===== src/rtl/mem_arbiter_pkg.sv =====
// Shared types and constants for the two-port memory arbiter.
// Latency: n/a (declarations only).
// Backpressure: n/a.
package mem_arbiter_pkg;

  // Controller phases: wait for a request, strobe the memory, wait out read latency.
  typedef enum logic [1:0] {
    IDLE  = 2'd0,
    ISSUE = 2'd1,
    WAIT  = 2'd2
  } state_t;

  // Port indices; a grant is a single bit holding one of these.
  localparam logic PORT_CPU = 1'b0;
  localparam logic PORT_AUX = 1'b1;

  // Unregistered BRAM output: data valid the cycle after the strobe.
  localparam int RD_LATENCY_DEF = 1;

endpackage


===== src/rtl/mem_arbiter_grant.sv =====
// Grant selection between the 6502 core port (0) and the loader/debug port (1).
// Latency: combinational grant; pointer (when present) updates on acceptance.
// Backpressure: none; the caller qualifies the grant with its own idle state.
//
// Ports:
//   clk, reset            clock, async active-low reset (pointer only)
//   req0_valid/req1_valid request valids from both ports
//   accept                high in the cycle a request is taken
//   grant                 winning port index (PORT_CPU when nobody asks)
//
// Build option: MEM_ARBITER_RR_EN selects round-robin; otherwise port 0 has
// fixed priority and no pointer flop exists.
module mem_arbiter_grant
  import mem_arbiter_pkg::*;
(
  input  logic clk,
  input  logic reset,
  input  logic req0_valid,
  input  logic req1_valid,
  input  logic accept,
  output logic grant
);

`ifdef MEM_ARBITER_RR_EN
  logic last_grant;

  // Reset to the aux port so the core port wins the first contested cycle.
  always_ff @(posedge clk or negedge reset) begin
    if (!reset) begin
      last_grant <= PORT_AUX;
    end else if (accept) begin
      last_grant <= grant;
    end
  end

  always_comb begin
    grant = PORT_CPU;
    if (req0_valid && req1_valid) begin
      grant = ~last_grant;
    end else if (req1_valid) begin
      grant = PORT_AUX;
    end
  end
`else
  // Fixed priority needs no state; these inputs exist only for the RR build.
  logic unused_rr;
  assign unused_rr = ^{clk, reset, accept};

  always_comb begin
    grant = PORT_CPU;
    if (!req0_valid && req1_valid) begin
      grant = PORT_AUX;
    end
  end
`endif

endmodule


===== src/rtl/mem_arbiter.sv =====
// Two-requester controller in front of a single-port memory; one access at a time.
// Latency: write strobe 1 cycle after acceptance; read rsp RD_LATENCY+2 cycles after.
// Backpressure: reqN_ready low while a transaction is in flight; no rsp backpressure.
//
// Ports:
//   clk, reset                       clock, async active-low reset
//   reqN_valid/ready/we/addr/wdata   request handshake, N = 0 (core), 1 (loader)
//   rspN_valid                       one-cycle pulse, rsp_rdata holds port N read data
//   rsp_rdata                        registered read data shared by both ports
//   mem_rd_enable/mem_wr_enable      one-cycle memory strobes
//   mem_addr/mem_wr_data/mem_rd_data memory address and data
//
// Build option: MEM_ARBITER_RR_EN (round-robin grant, see mem_arbiter_grant).
module mem_arbiter
  import mem_arbiter_pkg::*;
#(
  parameter int DATA_WIDTH = 8,
  parameter int ADDR_WIDTH = 16,
  parameter int RD_LATENCY = RD_LATENCY_DEF
) (
  input  logic                  clk,
  input  logic                  reset,
  input  logic                  req0_valid,
  output logic                  req0_ready,
  input  logic                  req0_we,
  input  logic [ADDR_WIDTH-1:0] req0_addr,
  input  logic [DATA_WIDTH-1:0] req0_wdata,
  output logic                  rsp0_valid,
  input  logic                  req1_valid,
  output logic                  req1_ready,
  input  logic                  req1_we,
  input  logic [ADDR_WIDTH-1:0] req1_addr,
  input  logic [DATA_WIDTH-1:0] req1_wdata,
  output logic                  rsp1_valid,
  output logic [DATA_WIDTH-1:0] rsp_rdata,
  output logic                  mem_rd_enable,
  output logic                  mem_wr_enable,
  output logic [ADDR_WIDTH-1:0] mem_addr,
  output logic [DATA_WIDTH-1:0] mem_wr_data,
  input  logic [DATA_WIDTH-1:0] mem_rd_data
);

  localparam int CNT_W = (RD_LATENCY < 1) ? 1 : $clog2(RD_LATENCY + 1);

  generate
    if (RD_LATENCY < 1) begin : g_bad_latency
      $error("mem_arbiter: RD_LATENCY must be >= 1");
    end
  endgenerate

  state_t           state;
  logic [CNT_W-1:0] wait_cnt;
  logic             port_q;
  logic             we_q;
  logic             grant;
  logic             idle;
  logic             accept;

  // Ready is gated by reset directly so both readys read 0 while reset is held.
  assign idle       = (state == IDLE) && reset;
  assign req0_ready = idle && (grant == PORT_CPU);
  assign req1_ready = idle && (grant == PORT_AUX);
  assign accept     = (req0_ready && req0_valid) || (req1_ready && req1_valid);

  mem_arbiter_grant u_grant (
    .clk        (clk),
    .reset      (reset),
    .req0_valid (req0_valid),
    .req1_valid (req1_valid),
    .accept     (accept),
    .grant      (grant)
  );

  always_ff @(posedge clk or negedge reset) begin
    if (!reset) begin
      state         <= IDLE;
      wait_cnt      <= '0;
      port_q        <= PORT_CPU;
      we_q          <= 1'b0;
      mem_rd_enable <= 1'b0;
      mem_wr_enable <= 1'b0;
      mem_addr      <= '0;
      mem_wr_data   <= '0;
      rsp0_valid    <= 1'b0;
      rsp1_valid    <= 1'b0;
      rsp_rdata     <= '0;
    end else begin
      // Strobes and rsp pulses are single-cycle unless re-set below.
      mem_rd_enable <= 1'b0;
      mem_wr_enable <= 1'b0;
      rsp0_valid    <= 1'b0;
      rsp1_valid    <= 1'b0;
      case (state)
        IDLE: begin
          if (accept) begin
            state  <= ISSUE;
            port_q <= grant;
            // Strobes are registered here so they are high exactly in ISSUE.
            if (grant == PORT_AUX) begin
              mem_addr      <= req1_addr;
              mem_wr_data   <= req1_wdata;
              we_q          <= req1_we;
              mem_wr_enable <= req1_we;
              mem_rd_enable <= ~req1_we;
            end else begin
              mem_addr      <= req0_addr;
              mem_wr_data   <= req0_wdata;
              we_q          <= req0_we;
              mem_wr_enable <= req0_we;
              mem_rd_enable <= ~req0_we;
            end
          end
        end
        ISSUE: begin
          if (we_q) begin
            state <= IDLE;
          end else begin
            state    <= WAIT;
            wait_cnt <= CNT_W'(RD_LATENCY);
          end
        end
        WAIT: begin
          if (wait_cnt == CNT_W'(1)) begin
            state      <= IDLE;
            wait_cnt   <= '0;
            rsp_rdata  <= mem_rd_data;
            rsp0_valid <= (port_q == PORT_CPU);
            rsp1_valid <= (port_q == PORT_AUX);
          end else begin
            wait_cnt <= wait_cnt - CNT_W'(1);
          end
        end
        default: state <= IDLE;
      endcase
    end
  end

endmodule

===== config.mk =====
export PLATFORM = sky130hd
export DESIGN_NAME = mem_arbiter
export DESIGN_NICKNAME = d
export VERILOG_FILES = /design/src/rtl/mem_arbiter_pkg.sv /design/src/rtl/mem_arbiter_grant.sv /design/src/rtl/mem_arbiter.sv
export SDC_FILE = /design/constraint.sdc
export NUM_CORES = 1
export LEC_CHECK = 0
export BUFFER_PORTS_ARGS = -buffer_cell sky130_fd_sc_hd__buf_2
export CORE_MARGIN = 8
export CORE_UTILIZATION = 46
export DETAILED_ROUTE_END_ITERATION = 16
export GPL_TIMING_DRIVEN = 0
export PLACE_DENSITY_LB_ADDON = 0.05
export SLEW_MARGIN = 20
export SYNTH_ARGS = -nofsm -noshare
export SYNTH_HDL_FRONTEND = slang
export SYNTH_SLANG_ARGS = --single-unit

===== constraint.sdc =====
create_clock -name clk -period 1.8 [get_ports clk]
set_clock_uncertainty 0.1 [all_clocks]
set_input_delay 0.27 -clock clk [delete_from_list [all_inputs] [get_ports clk]]
set_output_delay 0.27 -clock clk [all_outputs]
set_load 0.03 [all_outputs]

# --- Yosys cells after proc, flatten, opt, wreduce, memory -nomap -nowiden ---
# Cells that the tools add are included.
word_totals:
  ff_bits: 41
  latch_bits: 0
  ram_bits: 0
  romBits: 0
  input_bits: 62
  output_inout_bits: 38
  memories: 0
classes:
  add_sub_neg: 1
  multipliers: 0
  div_mod_pow: 0
  magnitude_cmp: 0
  eq_ne: 5
  n_shift: 0
  n_mux: 20
  bitwise: 4
  reduce_logical: 14
ops:
  columns: ["cell", "n"]
  rows:
  - ["two-way mux 16 bit", 1]
  - ["two-way mux 1 bit", 13]
  - ["two-way mux 8 bit", 1]
  - ["AND reduction 2 bit", 4]
  - ["logical AND 1 bit", 6]
  - ["two-way mux 2 bit", 3]
  - ["!= test 2 bit (second input constant)", 3]
  - ["case mux 2 bit (3 select lines)", 1]
  - ["inverter 1 bit", 4]
  - ["== test 2 x 1 -> 1 bit (second input constant)", 1]
  - ["== test 2 bit (second input constant)", 1]
  - ["zero test 2 bit", 1]
  - ["case mux 1 bit (2 select lines)", 1]
  - ["nonzero test 2 bit", 1]
  - ["zero test 1 bit", 1]
  - ["logical OR 1 bit", 1]
  - ["subtractor 1 bit (second input constant)", 1]

# --- Depth between registers and ports, before layout ---
depth:
  word_depth: 9
  depth_mapped: 5

# --- Modules after synthesis ---
# A second synthesis with hierarchy kept.
hier_totals:
  cells_unflattened: 129
  area_unflattened_um2: 1881.8
modules_own_cells:
  columns: ["mod", "n_inst", "cells_per_inst", "area_each_um2", "seq_area_each_um2"]
  rows:
  - ["mem_arbiter", 1, 128, 1868.0, 1026.0]
  - ["mem_arbiter_grant", 1, 1, 13.8, 0.0]

# --- Worst setup path before layout ---
# OpenSTA, ideal clock, no wires.
synth_path:
  path_type: "register to register"
  startpoint: "reg state[0]"
  endpoint: "reg mem_addr[10]"
  setup_ns: 0.125
  arrival_time_ns: 1.399
  t_required_ns: 1.575
  slack_ns: 0.176
  path_stages_with_launch: 6
  n_path_buf: 2
  period_less_slack_ns: 1.624
  path_cell_list: "dfrtp_1 -> nor3b_2 -> o21a_1 -> buf_6 -> buf_12 -> mux2_4"
synth_via:
  elab_chain_cells: 6
  word_cells_on_any_way: 8
synth_rtl:
  columns: ["element", "line_no", "source"]
  rows:
  - ["from (decl)", "mem_arbiter.sv:51", "state_t state;"]
  - ["from (signal assigned)", "mem_arbiter.sv:76", "state <= IDLE;"]
  - ["from (signal assigned)", "mem_arbiter.sv:96", "state <= ISSUE;"]
  - ["from (signal assigned)", "mem_arbiter.sv:116", "state <= IDLE;"]
  - ["zero test 2 bit *", "mem_arbiter.sv:60, mem_arbiter.sv:93", null]
  - ["logical AND 1 bit", "mem_arbiter.sv:60", "assign idle = (state == IDLE) && reset;"]
  - ["logical AND 1 bit, on equally long branches", "mem_arbiter.sv:61, mem_arbiter.sv:62", null]
  - ["logical AND 1 bit", "mem_arbiter.sv:63", "assign accept = (req0_ready && req0_valid) || (req1_ready && req1_valid);"]
  - ["logical OR 1 bit", "mem_arbiter.sv:63", null]
  - ["AND reduction 2 bit (no line) *", null, null]
  - ["to (signal assigned)", "mem_arbiter.sv:100", "mem_addr <= req1_addr;"]
  - ["to (signal assigned)", "mem_arbiter.sv:106", "mem_addr <= req0_addr;"]
  - ["to (decl)", "mem_arbiter.sv:38", "output logic [ADDR_WIDTH-1:0] mem_addr,"]
# Mark *: on every way between the ends. The rest lies on a longest branch, timed or not.
# A chain may end at the register's enable or synchronous reset.

# --- Worst setup path in the final report ---
layout_path:
  startpoint: "reg state[1]"
  endpoint: "out req0_ready"
layout_via:
  elab_chain_cells: 3
layout_rtl:
  columns: ["element", "line_no", "source"]
  rows:
  - ["zero test 2 bit", "mem_arbiter.sv:60", null]
  - ["logical AND 1 bit", "mem_arbiter.sv:60", null]
  - ["logical AND 1 bit", "mem_arbiter.sv:61", "assign req0_ready = idle && (grant == PORT_CPU);"]
  - ["to (decl)", "mem_arbiter.sv:24", "output logic req0_ready,"]
# Every way passes these cells.

==> summary.md <==
| Metric | Value |
|---|---|
| Pre-CTS setup slack | `-0.717 ns` |
| Syn. warnings | `0` |
| Final std cells w/o fill | `~290` |
| Root buf cell | `clkbuf_8` |
| Switching share of power | `around 41%` |
| Slew of the pin with the lowest slew margin | `between 0.3 and 0.4 ns` |
| CTS Buf Count | `5` |
| Grt ovf | `0` |
| IO buf count | `a little under 100` |
| Hold Vio Cnt, Final | `41` |
| Routed wire length | `4550 um` |
| Share of layout cells above drive strength 1 | `73.3%` |
| Die area | `about 6800 um^2` |
| Vias in the first global route | `between 1,500 and 2,000` |
| Max_cap viols | `0` |
| Max frequency | `590 MHz` |
| Post-route cell area | `roughly 2700 um^2` |
| Critical Path AT | `approximately 1.3 ns` |
| Mapped Avg Cell Area | `about 16 um^2` |
| Slew Limit Fails | `0` |
| Violated checks | `negative hold slack` |
| Worst VDD drop | `just over 0.0007 V` |
| Distinct cells, synth | `21` |
| Synthesized Nets | `between 150 and 200` |
| DRC viols | `0` |
| Clock power frac | `a little over an eighth` |
| Final setup fails | `0` |
| FF+latch count, synth | `41` |
| Minimum hold slack | `-0.219 ns` |
| Fin worst setup slack | `approximately 0.11 ns` |
| First-pass GRT wire length | `about 7300 um` |
| Top cells by area, synth | `dfrtp_1 (51%), mux2_4 (25%), mux2_2 (12%)` |
| Fin nets | `297` |
| FP Rows | `24` |
| Cell breakdown of the critical path | `nor3b_4, and2_1, clkbuf_4` |
| Fillers | `357` |
| HPWL after DPL | `roughly 3600 um` |
| Core area | `4290 um^2` |
| RSZ-0062 raised after global routing | `true` |
| Worst-path clk slew | `about 0.080 ns` |
| GP Congestion | `between 0.7 and 0.8` |
| Initial core utilization | `approximately 47%` |
| Worst Path Required | `between 1 and 1.5 ns` |
| Total clock sinks | `between 40 and 50` |
| P_leak | `1.43 nW` |
| Vias per cell | `4.89` |
| Max FO, Critical Path | `5` |
| Max_slew headroom | `between 70 and 80%` |
| Crit Path Category | `flop to output port` |
| Die width | `between 80 and 90 um` |
| Internal | `~0.0025 W` |
| Die Y | `about 82 um` |
| ANT cells | `0` |
| Initial DRC count | `50` |
| H-tree Lvls | `2` |
| GRT Util Overall | `between 10 and 15%` |
| Routed len/inst | `about 16 um` |
| Total Neg Setup Slack | `0 ns` |
| Longest Clk Path Bufs | `2` |
| Worst-Skew Late Latency | `0.29 ns` |
| Seq/Total Area, Yosys | `50.8%` |
| Overall Power | `0.00422 W` |
| Critical Path Source Type | `flop` |
| Area of the multi-input gates | `roughly 900 um^2` |
| Largest net degree at the start of global routing | `43` |
| CTS tree | `done` |
| Reg power frac | `between 30% and 40%` |
| Combinational Power Share | `about 50%` |
| CP peak stage delay | `around 0.44 ns` |
| Post-Synthesis Cells | `127` |
| Register area | `roughly 1000 um^2` |
| Synth area leader | `dfrtp_1` |
| Initial antenna violation count | `0` |
| Placed Cells | `278` |
| Power per Cell Area | `1560 nW/um^2` |
| Fin crit period | `~1.7 ns` |
| Mapped Area | `approximately 2000 um^2` |
| Layout area overhead | `34.2%` |
| Critical-path top delay cell | `dfrtp_2` |
| # IOs | `100` |
| Vias | `about 1,400` |
| Net Sw Power | `approximately 0.0017 W` |
| Fin crit share | `94.1%` |
| First-pass iteration count of the detailed router | `5` |
| Run status | `finished, violations left` |
| CP endpoint kind | `output port` |
| Synth top area share | `between 50% and 60%` |
| Placed cell area | `2580 um^2` |
| ANT nets after route | `0` |
| Min-delay worst type | `input pin to asynchronous set/reset pin` |
| R2R depth | `5` |
==> final timing paths <==
path | slack (ns) | to | start
max in group asynchronous | 1.52 | state[1]$_DFFE_PN0P_ | reset
min in group clk | 0.07 | port_q$_DFFE_PN0P_ | req0_valid
worst max register to register | 0.11 | mem_addr[9]$_DFFE_PN0P_ | state[1]$_DFFE_PN0P_
worst min-delay path | -0.22 | mem_addr[12]$_DFFE_PN0P_ | reset
worst max-delay path | 0.11 | req0_ready | state[1]$_DFFE_PN0P_
worst min register to register | 0.36 | rsp0_valid$_DFF_PN0_ | port_q$_DFFE_PN0P_
==> synth_stat cells <==
master    instances
a21o_1            1
a21oi_1           3
and2_1            2
buf_12            2
buf_2             1
buf_6             3
buf_8             1
dfrtp_1          41
inv_1             3
mux2_2           22
mux2_4           34
mux2i_1           2
nand2_1           1
nand2b_1          1
nand3b_1          1
nor2_1            3
nor2b_1           2
nor3b_1           1
nor3b_2           1
o21a_1            1
o21ai_0           1
==> cell type report <==
type	count	share of cell area, %
plain buffers	7	3.47
clock buffers	6	2.68
clock inverters	2	0.370
inverters	3	0.416
multi-input cells	76	33.0
flip-flops and latches	41	37.9
well taps	52	2.40
repair buffers	101	19.7
==> state kept, by name, indices dropped and copies added, names as in the netlist <==
| signal | flops |
|---|---|
| rsp_rdata | 8 |
| mem_wr_data | 8 |
| state | 2 |
| rsp0_valid | 1 |
| mem_wr_enable | 1 |
| port_q | 1 |
| mem_addr | 16 |
| mem_rd_enable | 1 |
| wait_cnt | 1 |
| rsp1_valid | 1 |
| we_q | 1 |
==> critical path: cells and delay by family (launching register included) <==
kind	cells	cell delay, ns
DFF	1	0.44
and+or+nand+nor	2	0.42
buffers and inverters	1	0.18
==> routing by layer <==
metal / vias to the layer above / global-route usage [%] / wire [um]
met5: - / 0 / 0
met4: 0 / 6.32 / 81
met3: 10 / 5.30 / 489
met2: 60 / 24.2 / 2320
met1: 679 / 15.2 / 1650
li1: 660 / - / -
==> layout by cell type, fill, tap and decap left out, types with 3 or more instances in the layout <==
cell type,instances
mux2_2,22
buf_12,3
buf_6,4
nor2_1,3
dfrtp_1,40
clkbuf_8,5
inv_1,3
mux2_4,34
buf_2,97
a21oi_1,3
==> what timing repair did <==
item                                   CTS  global route
setup endpoints to repair               30            18
resized for setup                        2             5
setup buffers                            0             2
pin swaps                                0             1
endpoints found under the hold margin   41            41
==> metrics by stage <==
| stage | hold slack, ns | utilization (%) |
|---|---|---|
| floorplan | -0.126 | - |
| global placement | 0.336 | 60.1 |
| detailed placement | 0.355 | 60.1 |
| CTS | -0.209 | 62.1 |
| global route | -0.199 | 63.1 |
| finish | -0.219 | 63.1 |
==> power groups by stage <==
stage	Clock [W]	Sequential (W)	Combinational [W]
finish	0.000561	0.00154	0.00211
global route	0.000626	0.00161	0.00224
CTS	0.000589	0.00155	0.00211
detailed placement	0	0.00156	0.00210
global placement	0	0.00153	0.00208
floorplan	0	0.00229	0.000760
==> cells by family (layout without fill, tap and decap cells) <==
| logic type | count (synthesis) | after routing | synth area share [%] |
|---|---|---|---|
| DFF | 41 | 41 | 50.8 |
| AOI/OAI and AO/OA | 6 | 6 | 1.74 |
| muxes | 58 | 58 | 38.6 |
| and+or+nand+nor | 12 | 12 | 3.66 |
| buffers and inverters | 10 | 119 | 5.21 |
Note: power is estimated with default switching activity, not from simulation.
